### src/rtl/mem_lsu_stage.sv
// Memory/load-store pipeline stage: registers the execute slot, tracks the data-memory
// response for loads, and aligns/extends load data for writeback and forwarding.
module mem_lsu_stage #(
   parameter int DW     = 32,
   parameter int RF_AW  = 5,
   parameter bit FWD_EN = 1,
   localparam int LW    = $clog2(DW/8)
) (
   input  logic              clk,
   input  logic              rst,
   input  logic [5:0]        stall,
   input  logic              in_valid,
   input  logic [31:0]       in_pc,
   input  logic              in_ld,
   input  logic [1:0]        in_ld_size,
   input  logic              in_ld_signed,
   input  logic [LW-1:0]     in_addr_lo,
   input  logic              in_rf_we,
   input  logic [RF_AW-1:0]  in_rf_waddr,
   input  logic [DW-1:0]     in_ex_result,
   input  logic              in_hilo_we,
   input  logic [2*DW-1:0]   in_hilo,
   input  logic [DW-1:0]     dmem_rdata,
   input  logic              dmem_rvalid,
   output logic              wb_valid,
   output logic [31:0]       wb_pc,
   output logic              wb_rf_we,
   output logic [RF_AW-1:0]  wb_rf_waddr,
   output logic [DW-1:0]     wb_rf_wdata,
   output logic              wb_hilo_we,
   output logic [2*DW-1:0]   wb_hilo,
   output logic              wb_misalign,
   output logic              mem_stall_req,
   output logic              fwd_rf_we,
   output logic [RF_AW-1:0]  fwd_rf_waddr,
   output logic [DW-1:0]     fwd_rf_wdata,
   output logic              fwd_hilo_we,
   output logic [2*DW-1:0]   fwd_hilo
);

   typedef enum logic [1:0] {IDLE, WAIT, HAVE} ld_state_e;

   typedef struct packed {
      logic              valid;
      logic [31:0]       pc;
      logic              ld;
      logic [1:0]        size;
      logic              sgn;
      logic [LW-1:0]     addr;
      logic              rf_we;
      logic [RF_AW-1:0]  waddr;
      logic [DW-1:0]     res;
      logic              hilo_we;
      logic [2*DW-1:0]   hilo;
   } stage_t;

   stage_t            stage_q, stage_d;
   ld_state_e         state_q, state_d;
   logic [DW-1:0]     buf_q, buf_d;

   logic              unused_stall;
   assign unused_stall = ^{stall[5], stall[2:0]};

   always_comb begin
      stage_d = stage_q;
      if (!stall[3]) begin
         stage_d = '{valid: in_valid, pc: in_pc, ld: in_ld, size: in_ld_size,
                     sgn: in_ld_signed, addr: in_addr_lo, rf_we: in_rf_we,
                     waddr: in_rf_waddr, res: in_ex_result, hilo_we: in_hilo_we,
                     hilo: in_hilo};
      end else if (!stall[4]) begin
         stage_d = '0;
      end
   end

   // Response data is captured either alongside the load entering the stage or while
   // waiting; a response in any other situation is dropped.
   always_comb begin
      state_d = state_q;
      buf_d   = buf_q;
      if (!stall[3]) begin
         if (in_valid && in_ld) begin
            if (dmem_rvalid) begin
               state_d = HAVE;
               buf_d   = dmem_rdata;
            end else begin
               state_d = WAIT;
            end
         end else begin
            state_d = IDLE;
         end
      end else if (!stall[4]) begin
         state_d = IDLE;
      end else if (state_q == WAIT && dmem_rvalid) begin
         state_d = HAVE;
         buf_d   = dmem_rdata;
      end
   end

   always_ff @(posedge clk) begin
      if (!rst) begin
         stage_q <= '0;
         state_q <= IDLE;
         buf_q   <= '0;
      end else begin
         stage_q <= stage_d;
         state_q <= state_d;
         buf_q   <= buf_d;
      end
   end

   assign mem_stall_req = stage_q.valid && stage_q.ld && (state_q == WAIT) && !dmem_rvalid;

   logic [1:0]      eff_size;
   int unsigned     nbits;
   logic [LW-1:0]   off;
   logic [DW-1:0]   raw, shifted, mask, ld_data;
   logic            sign_bit;

   always_comb begin
      eff_size = stage_q.size;
      if (DW == 32 && stage_q.size == 2'd3) eff_size = 2'd2;
      nbits    = 32'd8 << eff_size;
      off      = stage_q.addr & ~LW'((nbits / 8) - 1);
      raw      = (state_q == WAIT && dmem_rvalid) ? dmem_rdata : buf_q;
      shifted  = raw >> {off, 3'b000};
      mask     = (nbits >= DW) ? '1 : ((DW'(1) << nbits) - DW'(1));
      sign_bit = |(shifted & (DW'(1) << (nbits - 1)));
      ld_data  = shifted & mask;
      if (stage_q.sgn && sign_bit) ld_data = ld_data | ~mask;
   end

   assign wb_valid    = stage_q.valid & ~mem_stall_req;
   assign wb_pc       = stage_q.pc;
   assign wb_rf_we    = stage_q.rf_we & ~mem_stall_req;
   assign wb_rf_waddr = stage_q.waddr;
   assign wb_rf_wdata = (stage_q.valid && stage_q.ld) ? ld_data : stage_q.res;
   assign wb_hilo_we  = stage_q.hilo_we & ~mem_stall_req;
   assign wb_hilo     = stage_q.hilo;
   assign wb_misalign = stage_q.valid && stage_q.ld &&
                        ((stage_q.addr & LW'((nbits / 8) - 1)) != '0);

   assign fwd_rf_we    = FWD_EN ? wb_rf_we    : 1'b0;
   assign fwd_rf_waddr = FWD_EN ? wb_rf_waddr : '0;
   assign fwd_rf_wdata = FWD_EN ? wb_rf_wdata : '0;
   assign fwd_hilo_we  = FWD_EN ? wb_hilo_we  : 1'b0;
   assign fwd_hilo     = FWD_EN ? wb_hilo     : '0;

endmodule

### config.mk
export PLATFORM = sky130hd
export DESIGN_NAME = mem_lsu_stage
export DESIGN_NICKNAME = d
export VERILOG_FILES = /design/src/rtl/mem_lsu_stage.sv
export SDC_FILE = /design/constraint.sdc
export NUM_CORES = 1
export LEC_CHECK = 0
export ABC_AREA = 1
export CAP_MARGIN = 30
export CORE_AREA = 2 2 165 167
export DETAILED_ROUTE_END_ITERATION = 8
export DIE_AREA = 0 0 167 169
export PLACE_DENSITY = 0.73
export SLEW_MARGIN = 25
export SYNTH_ARGS = -nofsm -noshare
export SYNTH_HDL_FRONTEND = slang
export SYNTH_SLANG_ARGS = --single-unit
### constraint.sdc
create_clock -name clk -period 1.9 [get_ports clk]
set_input_delay 0.19 -clock clk [delete_from_list [all_inputs] [get_ports clk]]
set_output_delay 0.19 -clock clk [all_outputs]
set_load 0.05 [all_outputs]
Yosys cells after proc, flatten, opt, wreduce, memory -nomap -nowiden
Cells that the tools add are included.
{"block": "classes", "add_sub_neg": 3, "n_eq_ne": 5, "n_reduce_logical": 13, "bitwise": 11, "muxes": 16, "magnitude_cmp": 1, "shift": 4}
{"operator": "142-bit two-way mux", "n": 2}
{"operator": "32-bit two-way mux", "n": 8}
{"operator": "32-bit bitwise AND", "n": 2}
{"operator": "1-bit by 32-bit << shifter with 32-bit output (first input constant)", "n": 2}
{"operator": "32-bit by 1-bit subtractor with 32-bit output (second input constant)", "n": 2}
{"operator": "32-bit by 6-bit greater-or-equal comparator with 1-bit output (second input constant)", "n": 1}
{"operator": "32-bit inverter", "n": 1}
{"operator": "32-bit bitwise OR", "n": 1}
{"operator": "32-bit OR reduction", "n": 1}
{"operator": "4-bit by 2-bit << shifter with 32-bit output (first input constant)", "n": 1}
{"operator": "32-bit by 5-bit >> shifter with 32-bit output", "n": 1}
{"operator": "2-bit two-way mux", "n": 6}
{"operator": "1-bit logical AND", "n": 7}
{"operator": "2-bit nonzero test", "n": 3}
{"operator": "2-bit bitwise AND", "n": 2}
{"operator": "1-bit bitwise AND", "n": 3}
{"operator": "3-bit by 2-bit inequality test with 1-bit output (second input constant)", "n": 1}
{"operator": "3-bit AND reduction", "n": 1}
{"operator": "2-bit by 1-bit equality test with 1-bit output (second input constant)", "n": 1}
{"operator": "2-bit equality test (second input constant)", "n": 1}
{"operator": "2-bit by 1-bit inequality test with 1-bit output (second input constant)", "n": 1}
{"operator": "2-bit inequality test (second input constant)", "n": 1}
{"operator": "2-bit inverter", "n": 1}
{"operator": "2-bit by 1-bit subtractor with 2-bit output (second input constant)", "n": 1}
{"operator": "2 further kinds", "n": 2}
{"block": "totals", "ff_bits": 176, "input_bits": 183, "wordCells": 66, "output_inout_bits": 241}

Logic depth before layout (Yosys ltp)
{"block": "depth", "depth_word": 12, "depth_mapped": 14, "depth_no_buf": 11}

Worst setup path before layout
OpenSTA, ideal clock, no wires.
{"block": "synth_timing", "path_kind": "reg-to-output", "startpoint": "register state_q[1]", "endpoint": "output wb_rf_wdata[0]", "path_buffers": 3, "setup_slack_ns": -0.828, "path_stages_with_launch": 11, "arrival_ns": 2.538, "required_time_ns": 1.710, "path_cell_list": "dfxtp_1 inv_1 nand3_1 buf_2 buf_2 nor2_1 a21oi_1 o21ai_0 nand2_1 a31oi_1 buf_4"}
{"block": "synth_between", "elab_chain_len": 9, "word_cells_on_any_way": 11, "cone_classes": "1 x eq/ne; 1 x shift; 3 x mux; 3 x bitwise; 3 x reduce/logical"}
{"item": "from (decl)", "line_no": "58", "rtl": "ld_state_e state_q, state_d;"}
{"item": "from (signal assigned)", "line_no": "107", "rtl": "state_q <= state_d;"}
{"item": "2-bit by 1-bit equality test with 1-bit output (*)", "line_no": "125", "rtl": "raw = (state_q == WAIT && dmem_rvalid) ? dmem_rdata : buf_q;"}
{"item": "1-bit logical AND (*)", "line_no": "125"}
{"item": "32-bit two-way mux (*)", "line_no": "125"}
{"item": "32-bit by 5-bit >> shifter with 32-bit output (*)", "line_no": "126", "rtl": "shifted = raw >> {off, 3'b000};"}
{"item": "32-bit bitwise AND", "line_no": "128", "rtl": "sign_bit = |(shifted & (DW'(1) << (nbits - 1)));"}
{"item": "32-bit OR reduction", "line_no": "128"}
{"item": "1-bit logical AND", "line_no": "130", "rtl": "if (stage_q.sgn && sign_bit) ld_data = ld_data | ~mask;"}
{"item": "32-bit two-way mux (*)", "line_no": "130"}
{"item": "32-bit two-way mux (*)", "line_no": "137", "rtl": "assign wb_rf_wdata = (stage_q.valid && stage_q.ld) ? ld_data : stage_q.res;"}
{"item": "to (decl)", "line_no": "29", "rtl": "output logic [DW-1:0] wb_rf_wdata,"}
Every way passes the cells marked *; elsewhere a longest branch is shown, timed or not.

Final worst setup path
{"block": "layout_timing", "startpoint": "register stage_q[106] in the netlist's numbering", "endpoint": "output fwd_rf_wdata[24]"}
{"block": "layout_between", "elab_chain_len": 12, "word_cells_on_any_way": 21, "cone_classes": "3 x add/sub; 1 x order compare; 1 x eq/ne; 4 x shift; 4 x mux; 6 x bitwise; 2 x reduce/logical"}
{"item": "from (decl)", "line_no": "57", "rtl": "stage_t stage_q, stage_d;"}
{"item": "from (signal assigned)", "line_no": "106", "rtl": "stage_q <= stage_d;"}
{"item": "2-bit equality test", "line_no": "122", "rtl": "if (DW == 32 && stage_q.size == 2'd3) eff_size = 2'd2;"}
{"item": "2-bit two-way mux (*)", "line_no": "122"}
{"item": "4-bit by 2-bit << shifter with 32-bit output (*)", "line_no": "123", "rtl": "nbits = 32'd8 << eff_size;"}
{"item": "branches (longest 7 deep; another with 32-bit by 1-bit subtractor with 32-bit output)"}
{"item": "32-bit two-way mux (*)", "line_no": "130"}
{"item": "32-bit two-way mux (*)", "line_no": "137"}
{"item": "to (decl)", "line_no": "36", "rtl": "output logic [DW-1:0] fwd_rf_wdata,"}
Every way passes the cells marked *.

==> reports/results.tsv <==
metric	value	unit
cellLeakagePower	5.98	nW
crit_path_max_fanout	5	
synth.cell_area	9300	sq um
initial_utilization	35.1	%
synthDominantCellAreaShare	37.9	%
timing.final.ws_setup	-0.550	ns
via_count_of_the_first_global_routing_pass	9021	
ant_nets	0	
post-place-cells	1891	
worst_hold_startpoint	in_hilo[28]	
clk_pin_slew	0.08	ns
final_max_slew_viol_count	0	
dominant_delay_contributor_by_cell_family_on_the_critical_path	simple AND/OR/NAND/NOR gates	
setup-tns-final	-31.06	ns
fp.dieArea	28200	sq um
remaining_drc_errors	0	
critical_path.most_common_cell	nand3_2	
avgRoutedWirePerCell	16.7	um
rsz0062_at_grt	true	
drt-pass1-iter-count	5	
period_minus_slack	2.45	ns
final.setup_skew	0.00918	ns
remaining_global_route_overflow	0	
path_cells	inv_2 > nand2_4 > nor2_4 > nand3_2 > nand3_2 > nand3_2 > nand3_4 > nand3_4 > buf_12 > a21oi_4 > buf_12	
status	complete, but fails checks	
antenna_found_initial	1	
ctsLongestPathBuffers	2	
h_tree_level_count	4	
place_hpwl	24.0	mm
holdWs	0.304	ns
ios	424	
crit_path_max_incr_delay	0.33	ns
hold_ep	fwd_hilo[28]	
worstPathRequired	1.71	ns
floorplan.die.width	167	um
seq_area_frac_synth	37.9	%
setup_failing_eps_final	64	
areaGrowthSynthToFinish	59.9	%
reg2reg_slack	0.39	ns
failed_checks	setup timing	
synth_cell_type_count	27	
rr_worst_depth	6	
vias	9363	
worst_pin_slew	0.574	ns
io_buffer_count	419	
critical_path.endpoint_type	output pin	
vias_per_cell	4.85	
fin_nets	1757	
global_route_wire_length_before_repair	49.1	mm
core_area	26500	sq um
cp-start-kind	flip-flop	
hold_depth	3	
hold_violations	0	
power_per_cell_area	725	nW/um^2
ir_worst_vdd	0.000524	V
drt_iter0_markers	628	
syn_area_per_cell	6.92	sq um
postSynthNetCount	1526	
buffers_inverters_on_critical_path	3	
ctsHoldBuffers	0	
rr_startpoint	state_q[1]	
syn-instance-count	1343	
slew_headroom	61.6	%
pre_cts_ws	-0.613	ns
ctsRootBufferMaster	clkbuf_16	
core.rowCount	60	
wl	32.2	mm
synth_area_leaders	dfxtp_1 (38%), buf_4 (17%), nand2_1 (16%), a21oi_1 (12%), clkbuf_1 (2.7%)	
synth_top_area_cell	dfxtp_1	
achievable-frequency	0.408	GHz
gp_congestion	0.930	
grt.total_usage	21.8	%
cpMaxStageDelayCell	dfxtp_2	
cts.sink_count	176	
finish.cell_count_without_fillers	1929	
drive_above_1_share	18.3	%
fp.dieH	169	um
synth-seq-cells	176	
cp_data_arrival_time	2.26	ns
synthesis.yosys.warnings	0	
maximum_number_of_pins_on_one_net_before_global_route_repair	84	
crit_type	reg2out	
cts_made_buffers	17	
crit-reg2reg-capture	buf_q[21]	
clk_latency	0.43	ns
type_of_the_tightest_min_delay_check	in2reg	
power.total	0.0108	W
clock_tree_from_tritoncts	done	
timing.max_cap.violations	0	
min_period_over_period	129	%
-- cell families after synthesis --
| kind of cell | Yosys count | synth area share (%) |
|---|---|---|
| buf+inv | 342 | 22.2 |
| simple gates | 513 | 21.6 |
| compound gates | 311 | 18.2 |
| flops | 176 | 37.9 |
| mux | 1 | 0.108 |
-- repair_timing --
item	4_1_cts	5_1_grt
pin swaps	31	14
gates resized for setup	42	36
buffers inserted	3	1
setup endpoints to repair	69	79
cloned	1	0
-- worst max path at each step --
stage	from	to	slack (ns)	cells after the start
floorplan	stage_q[107]	wb_rf_wdata[21]	-0.36	11
global placement	dmem_rvalid	fwd_rf_wdata[8]	-0.59	11
detailed placement	dmem_rvalid	wb_rf_wdata[22]	-0.61	11
CTS	stage_q[106]	wb_rf_wdata[8]	-0.56	12
global route	stage_q[106]	fwd_rf_wdata[26]	-0.70	11
finish	stage_q[106]	fwd_rf_wdata[24]	-0.55	11
-- sequential cells by signal, summed over array words and instances, names as in the netlist --
signal and flops:
buf_q 32, fwd_hilo 64, stage_q 41, wb_pc 32
state_q 2, fwd_rf_waddr 5
-- area by class of cell --
cell class / instances / area, sq um
Clock inverter: 15 / 173
Clock buffer: 17 / 425
Multi-Input combinational cell: 825 / 4320
Inverter: 56 / 235
Antenna cell: 1 / 2.50
Tap cell: 341 / 427
Timing Repair Buffer: 498 / 5770
Sequential cell: 176 / 3530
Fill cell: 2380 / 11600
-- where the power goes --
group | switching [W] | internal, W
Clock | 0.00178 | 0.00178
Sequential | 0.000132 | 0.00389
Combinational | 0.00186 | 0.00135
Total | 0.00376 | 0.00701
-- layer usage --
metal / part of all wire [%] / global-route usage [%]
met3: 7.6 / 5.26
met2: 49 / 37.1
met5: 0 / 0
met4: 2.8 / 8.47
met1: 40 / 26.7
-- worst min-delay path: cells and delay by family --
family	cells	cell delay (ns)
compound gates	1	0.05
buf+inv	1	0.40
simple gates	1	0.06
-- placed cells by master, fill, tap and decap left out, types with 6 or more instances in the layout --
master	n
nand2_1	403
clkdlybuf4s50_1	337
a21oi_1	198
dfxtp_1	172
buf_12	88
buf_4	58
nor2_1	55
inv_1	46
o21ai_0	31
a21oi_4	24
nand3_1	18
clkbuf_16	17
o21ai_2	13
nand3_2	8
dlymetal6s2s_1	8
a21oi_2	7
a31oi_4	7
o221a_2	7
clkinv_8	6
o211ai_1	6
o21a_1	6
-- metrics by stage --
step	utilization, %	area [sq um]
final	56.1	14900
after detailed placement	52.7	14000
after floorplan	-	9840
after CTS	55.6	14700
after global placement	52.7	14000
after global routing	56.1	14900
-- synthesized netlist by cell type --
| library cell | instances |
|---|---|
| buf_4 | 205 |
| a21oi_1 | 219 |
| clkbuf_1 | 68 |
| o21ai_0 | 47 |
| nand3_2 | 1 |
| inv_2 | 6 |
| o21a_1 | 6 |
| a21oi_2 | 10 |
| or2_2 | 6 |
| a31oi_1 | 8 |
| o211ai_1 | 6 |
| dfxtp_1 | 176 |
| nor2_2 | 2 |
| buf_2 | 5 |
| nand2_1 | 408 |
| nor2_1 | 59 |
| o21ai_1 | 4 |
| buf_6 | 1 |
| nor3_1 | 1 |
| nand2_2 | 3 |
| nand3_1 | 29 |
| inv_1 | 50 |
| nand4_1 | 4 |
| a221oi_1 | 4 |
| o221a_2 | 7 |
| mux2i_1 | 1 |
| buf_1 | 7 |
No activity file was read; power rests on OpenSTA's default activity.
